$ cat config.mk
export PLATFORM = sky130hd
export DESIGN_NAME = instr_fetch_unit
export DESIGN_NICKNAME = d
export VERILOG_FILES = /design/src/rtl/instr_fetch_unit.sv
export SDC_FILE = /design/constraint.sdc
export NUM_CORES = 2
export LEC_CHECK = 0
export BUFFER_PORTS_ARGS = -buffer_cell sky130_fd_sc_hd__buf_2
export CORE_UTILIZATION = 48
export CTS_CLUSTER_SIZE = 20
export DETAILED_ROUTE_END_ITERATION = 10
export HOLD_SLACK_MARGIN = 0.02
export PLACE_DENSITY = 0.66
export SLEW_MARGIN = 5
export SYNTH_ARGS = -nofsm -noshare
export SYNTH_HDL_FRONTEND = slang
export SYNTH_SLANG_ARGS = --single-unit
export TNS_END_PERCENT = 20
$ cat constraint.sdc
create_clock -name clk -period 3.1 [get_ports clk]
set_clock_uncertainty 0.2 [all_clocks]
set_input_delay 0.465 -clock clk [delete_from_list [all_inputs] [get_ports clk]]
set_output_delay 0.465 -clock clk [all_outputs]
set_load 0.005 [all_outputs]
$ cat src/rtl/instr_fetch_unit.sv
// -----------------------------------------------------------------------------
// instr_fetch_unit
//
// Instruction fetch stage sitting directly upstream of the single-cycle
// Processor. It holds the PC and a writable instruction memory. Each cycle it
// fetches one 32-bit word and presents it split into op/rs/rt/rd/shamt/funct.
// It also handles stall, redirect with a one-cycle bubble, a halt opcode
// (6'h3F), out-of-range fetch detection and start/restart.
//
// Ports:
//   clk          rising-edge clock
//   rst_n        asynchronous active-low reset
//   start        leave IDLE/HALT and begin fetching at RESET_PC
//   stall        hold PC and all fetch outputs
//   redirect     load PC from redirect_pc (inserts one bubble)
//   redirect_pc  redirect target; low two bits ignored
//   imem_we      instruction memory write enable
//   imem_waddr   word address for writes
//   imem_wdata   word to write
//   op/rs/rt/rd/shamt/funct  fields of the fetched instruction
//   instr_valid  fields hold a real instruction this cycle
//   pc_out       byte address of the instruction on the field outputs
//   halted       high while in HALT
//   fetch_err    sticky flag: a fetch was attempted past IMEM_DEPTH
// -----------------------------------------------------------------------------
module instr_fetch_unit #(
    parameter int                  IMEM_DEPTH = 64,
    parameter int                  PC_WIDTH   = 32,
    parameter logic [PC_WIDTH-1:0] RESET_PC   = '0
) (
    input  logic                          clk,
    input  logic                          rst_n,
    input  logic                          start,
    input  logic                          stall,
    input  logic                          redirect,
    input  logic [PC_WIDTH-1:0]           redirect_pc,
    input  logic                          imem_we,
    input  logic [$clog2(IMEM_DEPTH)-1:0] imem_waddr,
    input  logic [31:0]                   imem_wdata,
    output logic [5:0]                    op,
    output logic [4:0]                    rs,
    output logic [4:0]                    rt,
    output logic [4:0]                    rd,
    output logic [4:0]                    shamt,
    output logic [5:0]                    funct,
    output logic                          instr_valid,
    output logic [PC_WIDTH-1:0]           pc_out,
    output logic                          halted,
    output logic                          fetch_err
);

    localparam int         AW      = $clog2(IMEM_DEPTH);
    localparam logic [5:0] HALT_OP = 6'h3F;

    typedef enum logic [1:0] {
        S_IDLE,
        S_RUN,
        S_HALT
    } state_t;

    state_t              state_q, state_d;
    logic [PC_WIDTH-1:0] pc_q, pc_d;
    logic [31:0]         instr_q, instr_d;
    logic                valid_q, valid_d;
    logic [PC_WIDTH-1:0] pc_out_q, pc_out_d;
    logic                halted_q, halted_d;
    logic                err_q, err_d;

    logic [31:0]         imem [IMEM_DEPTH];
    logic [31:0]         fetch_word;
    logic                in_range;

    // -------------------------------------------------------------------------
    // Instruction memory
    // -------------------------------------------------------------------------
    // NOTE: the memory array has no reset; clearing every word would turn it
    // into a large bank of flops instead of a RAM, and software loads it anyway.
    always_ff @(posedge clk) begin
        if (imem_we) begin
            imem[imem_waddr] <= imem_wdata;
        end
    end

    // The read is taken from the array as it stands before this edge's write,
    // which gives read-before-write when fetch and write hit the same word.
    assign fetch_word = imem[pc_q[AW+1:2]];

    // Word index must lie inside the memory; any higher PC bit set is a miss.
    assign in_range   = (pc_q >> 2) < PC_WIDTH'(IMEM_DEPTH);

    // -------------------------------------------------------------------------
    // State and output registers
    // -------------------------------------------------------------------------
    // NOTE: sequential state is written with non-blocking assignments so every
    // register samples the values that existed before the edge.
    always_ff @(posedge clk or negedge rst_n) begin
        if (!rst_n) begin
            state_q  <= S_IDLE;
            pc_q     <= RESET_PC;
            instr_q  <= '0;
            valid_q  <= 1'b0;
            pc_out_q <= '0;
            halted_q <= 1'b0;
            err_q    <= 1'b0;
        end else begin
            state_q  <= state_d;
            pc_q     <= pc_d;
            instr_q  <= instr_d;
            valid_q  <= valid_d;
            pc_out_q <= pc_out_d;
            halted_q <= halted_d;
            err_q    <= err_d;
        end
    end

    // -------------------------------------------------------------------------
    // Next-state and next-output logic
    // -------------------------------------------------------------------------
    // NOTE: every signal gets a hold value first so no path through the case
    // statement leaves one unassigned, which would infer a latch.
    always_comb begin
        state_d  = state_q;
        pc_d     = pc_q;
        instr_d  = instr_q;
        valid_d  = valid_q;
        pc_out_d = pc_out_q;
        halted_d = halted_q;
        err_d    = err_q;

        unique case (state_q)
            S_IDLE: begin
                if (start) begin
                    state_d = S_RUN;
                    pc_d    = RESET_PC;
                end
            end

            S_HALT: begin
                // stall and redirect are deliberately ignored while halted
                if (start) begin
                    state_d  = S_RUN;
                    pc_d     = RESET_PC;
                    halted_d = 1'b0;
                end
            end

            S_RUN: begin
                if (redirect) begin
                    // Redirect wins over stall and always emits a bubble.
                    pc_d    = redirect_pc & ~PC_WIDTH'(3);
                    instr_d = '0;
                    valid_d = 1'b0;
                end else if (!stall) begin
                    if (!in_range || fetch_word[31:26] == HALT_OP) begin
                        // Halt word is swallowed; PC stays parked on it.
                        instr_d  = '0;
                        valid_d  = 1'b0;
                        pc_out_d = pc_q;
                        state_d  = S_HALT;
                        halted_d = 1'b1;
                        if (!in_range) begin
                            err_d = 1'b1;
                        end
                    end else begin
                        instr_d  = fetch_word;
                        valid_d  = 1'b1;
                        pc_out_d = pc_q;
                        pc_d     = pc_q + PC_WIDTH'(4);
                    end
                end
            end

            default: begin
                state_d = S_IDLE;
            end
        endcase
    end

    // -------------------------------------------------------------------------
    // Outputs
    // -------------------------------------------------------------------------
    assign op          = instr_q[31:26];
    assign rs          = instr_q[25:21];
    assign rt          = instr_q[20:16];
    assign rd          = instr_q[15:11];
    assign shamt       = instr_q[10:6];
    assign funct       = instr_q[5:0];
    assign instr_valid = valid_q;
    assign pc_out      = pc_out_q;
    assign halted      = halted_q;
    assign fetch_err   = err_q;

endmodule

==> impl_results.md <==
* Max Freq at 293 MHz
* Synth Instances at 3452
* Layout cell share with drive strength beyond 1 at 36.0%
* Die Area at 173000 sq um
* CTS max path bufs at 3
* Final Hold Fails at 0
* Post-route setup slack at -0.318 ns
* Clk pwr share at 33.3%
* Worst Path Max Fanout at 6
* Max_cap viols at 0
* Rel. slew slack at 25.0%
* Sequential share of power at 43.5%
* Drt first pass iters at 5
* HPWL Detailed at 125 mm
* Worst setup SP type: flop
* Top cell type's share of synthesized area at 74.9%
* DR vias/cell at 6.39
* First-pass GRT wire length at 311 mm
* GRT overflow at 0
* EDFF count, synth at 2048
* Worst reg2reg path depth at 11
* Number of port buffers at 138
* Area leader, netlist: edfxtp_1
* Hold Path Class: in -> reg
* FF/Latch Area at 63900 sq um
* Fin Setup TNS at -15.83 ns
* WS Path Type: reg -> reg
* Die Span Y at 416 microns
* Worst-path clk slew at 0.06 ns
* Root Driver: clkbuf_16
* # IOs at 143
* Clk sinks at 2145
* Leading cell types in the layout, fill and taps excluded: edfxtp_1 (2048), mux4_2 (626), clkbuf_16 (211)
* Crit path DAT at 3.92 ns
* Async S/R FF share, synth at 4.52%
* Final Cycle Share at 110%
* Violated checks: negative setup slack
* YS warnings at 0
* Tmin final at 3.42 ns
* Vias in the first global route at 40600
* Antenna violations before repair at 24
* Sequential area share after synthesis at 77.8%
* Setup violators final at 66
* Layout fillers at 12100
* Avg Cell Area, Syn at 23.8 sq um
* Most common cell after layout, fill and taps aside: edfxtp_1
* Post-Route WL at 221 mm
* Power per Cell Area at 781 nW/um^2
* H-tree levels at 4
* Pleak at 30.6 nW
* Mapped Area at 82100 sq um
* Total GRT Usage at 25.8%
* CTS tree: yes
* Largest net degree at the start of global routing at 89
* Flops & latches, synth at 2145
* Core area at 170000 sq um
* Distinct cells, synth at 65
* Post-route DRC at 0
* Least-Margin Pin Slew at 1.13 ns
* Setup crit end kind: flop
* Finished Layout Cells at 6379
* Die width at 416 microns
* Unrepaired setup endpoints after global routing: true
* Worst hold path depth at 3
* Dpl cells at 5905
* Footprint of the multi-input gates at 17800 sq um
* P_int at 55.5 mW
* Max-slew violation count at 0
* Most frequently used flop master after synthesis: edfxtp_1
* VDD IR max at 504 uV
* Clock buffer count from CTS at 211
* Status: finished, violations left
* Final Wtd Congestion at 0.821
* DRT iter0 DRCs at 5324
* Area Overhead vs Synth at 17.4%
* Final ANT Viol Nets at 0
* Worst-skew pair later-pin latency at 0.85 ns
* Wire length per cell at 34.7 microns
* Top post-synthesis cells by area: edfxtp_1 (75%), mux4_2 (17%), dfrtp_1 (3.0%), mux2i_1 (0.58%), nand2_1 (0.52%)
* Vias at 40700
* Comb pwr share at 23.2%
* Post-layout nets at 4051
* CP required at 3.61 ns
* P_sw at 19.8 mW
* Net Sw Frac at 26.3%
* Initial core utilization at 48.4%
* Cell row count at 151
==> worst paths after layout <==
| check | slack [ns] | from | endpoint |
|---|---|---|---|
| max reg2reg | -0.32 | pc_q[2] | pc_q[7] |
| max | -0.32 | pc_q[2] | pc_q[7] |
| max in group asynchronous | 1.60 | rst_n | pc_q[3] |
| min reg2reg | 0.27 | pc_out[5] | pc_out[5] |
| min in group asynchronous | 0.62 | rst_n | instr_q[2] |
| min | 0.10 | imem_waddr[2] | imem[48][21] |
==> flip-flops by register name (all words and copies together), names as in the netlist <==
| name | flops |
|---|---|
| imem | 2048 |
| instr_q | 32 |
| pc_out | 30 |
| pc_q | 30 |
| state_q | 2 |
| fetch_err | 1 |
| halted | 1 |
| instr_valid | 1 |
==> layout make-up <==
| type | count | area share, % |
|---|---|---|
| antenna | 7 | 0.0182 |
| clock buffer | 289 | 5.91 |
| clock inverter | 104 | 1.18 |
| inverter | 5 | 0.0195 |
| multi-input combinational | 1110 | 18.4 |
| sequential | 2145 | 66.3 |
| tap | 2218 | 2.88 |
| timing repair buffer | 501 | 5.29 |
==> cells by family after synthesis <==
kind of cell,share of synthesized area [%]
AO/OA/AOI/OAI,1.36
adder cells (fa/ha/maj),0.0152
buffers and inverters,1.34
flip-flops,77.8
multiplexers,17.9
other,0.00457
AND/OR/NAND/NOR,1.57
==> critical path: stages (launching register included) <==
cell	delay [ns]
dfrtp_4	0.55
buf_6	0.16
buf_4	0.14
mux4_2	0.33
mux2i_2	0.08
a221oi_2	0.38
a32oi_2	0.11
or3_4	0.37
buf_6	0.13
o31a_4	0.35
o211a_1	0.23
a211o_1	0.26
==> synthesized netlist by cell type (10+ instances only) <==
| library cell | count |
|---|---|
| a22o_1 | 20 |
| a22oi_1 | 27 |
| a32o_1 | 26 |
| buf_1 | 24 |
| buf_2 | 22 |
| buf_4 | 52 |
| buf_6 | 14 |
| clkbuf_1 | 79 |
| dfrtp_1 | 97 |
| edfxtp_1 | 2048 |
| mux2_2 | 10 |
| mux2i_1 | 48 |
| mux4_2 | 626 |
| nand2_1 | 114 |
| nand3_1 | 21 |
| nor2_1 | 80 |
| nor2b_1 | 11 |
| o21ai_0 | 14 |
==> repair_timing <==
item	in CTS	in global routing
buffers inserted	27	2
cloned	8	0
endpoints found under the setup margin	66	66
resized for setup	54	25
pin swaps	18	9
endpoints found under the hold margin	222	0
hold buffers	40	0
==> power groups by stage <==
stage          clock (mW)  sequential (mW)  combinational [mW]
5_1_grt              26.5             32.8                18.3
3_3_place_gp            0             33.3                16.2
2_1_floorplan           0             33.1                11.7
3_5_place_dp            0             33.4                16.3
4_1_cts              25.4             32.7                17.4
6_report             25.1             32.7                17.5
==> layer usage <==
layer | track usage [%] | vias up | routed length [microns] | share of wire, %
met5 | 0.167 | - | 97 | 0.044
li1 | - | 15900 | - | -
met2 | 41.8 | 2195 | 109000 | 49
met4 | 8.03 | 10 | 6780 | 3.1
met1 | 35.9 | 22300 | 85800 | 39
met3 | 4.71 | 380 | 19000 | 8.6
==> through the flow <==
| stage | instance area (sq um) | utilization, % | setup slack [ns] | power, mW | hold slack, ns |
|---|---|---|---|---|---|
| global route | 96500 | 56.9 | -0.388 | 77.7 | 0.104 |
| finish | 96500 | 56.9 | -0.318 | 75.3 | 0.104 |
| floorplan | 82800 | - | -0.161 | 44.9 | -0.0306 |
| CTS | 96300 | 56.8 | -0.292 | 75.5 | 0.0688 |
| detailed placement | 88400 | 52.1 | -0.530 | 49.7 | 0.248 |
| global placement | 88400 | 52.1 | -0.510 | 49.5 | 0.242 |
Power figures use the tool's default switching activity.
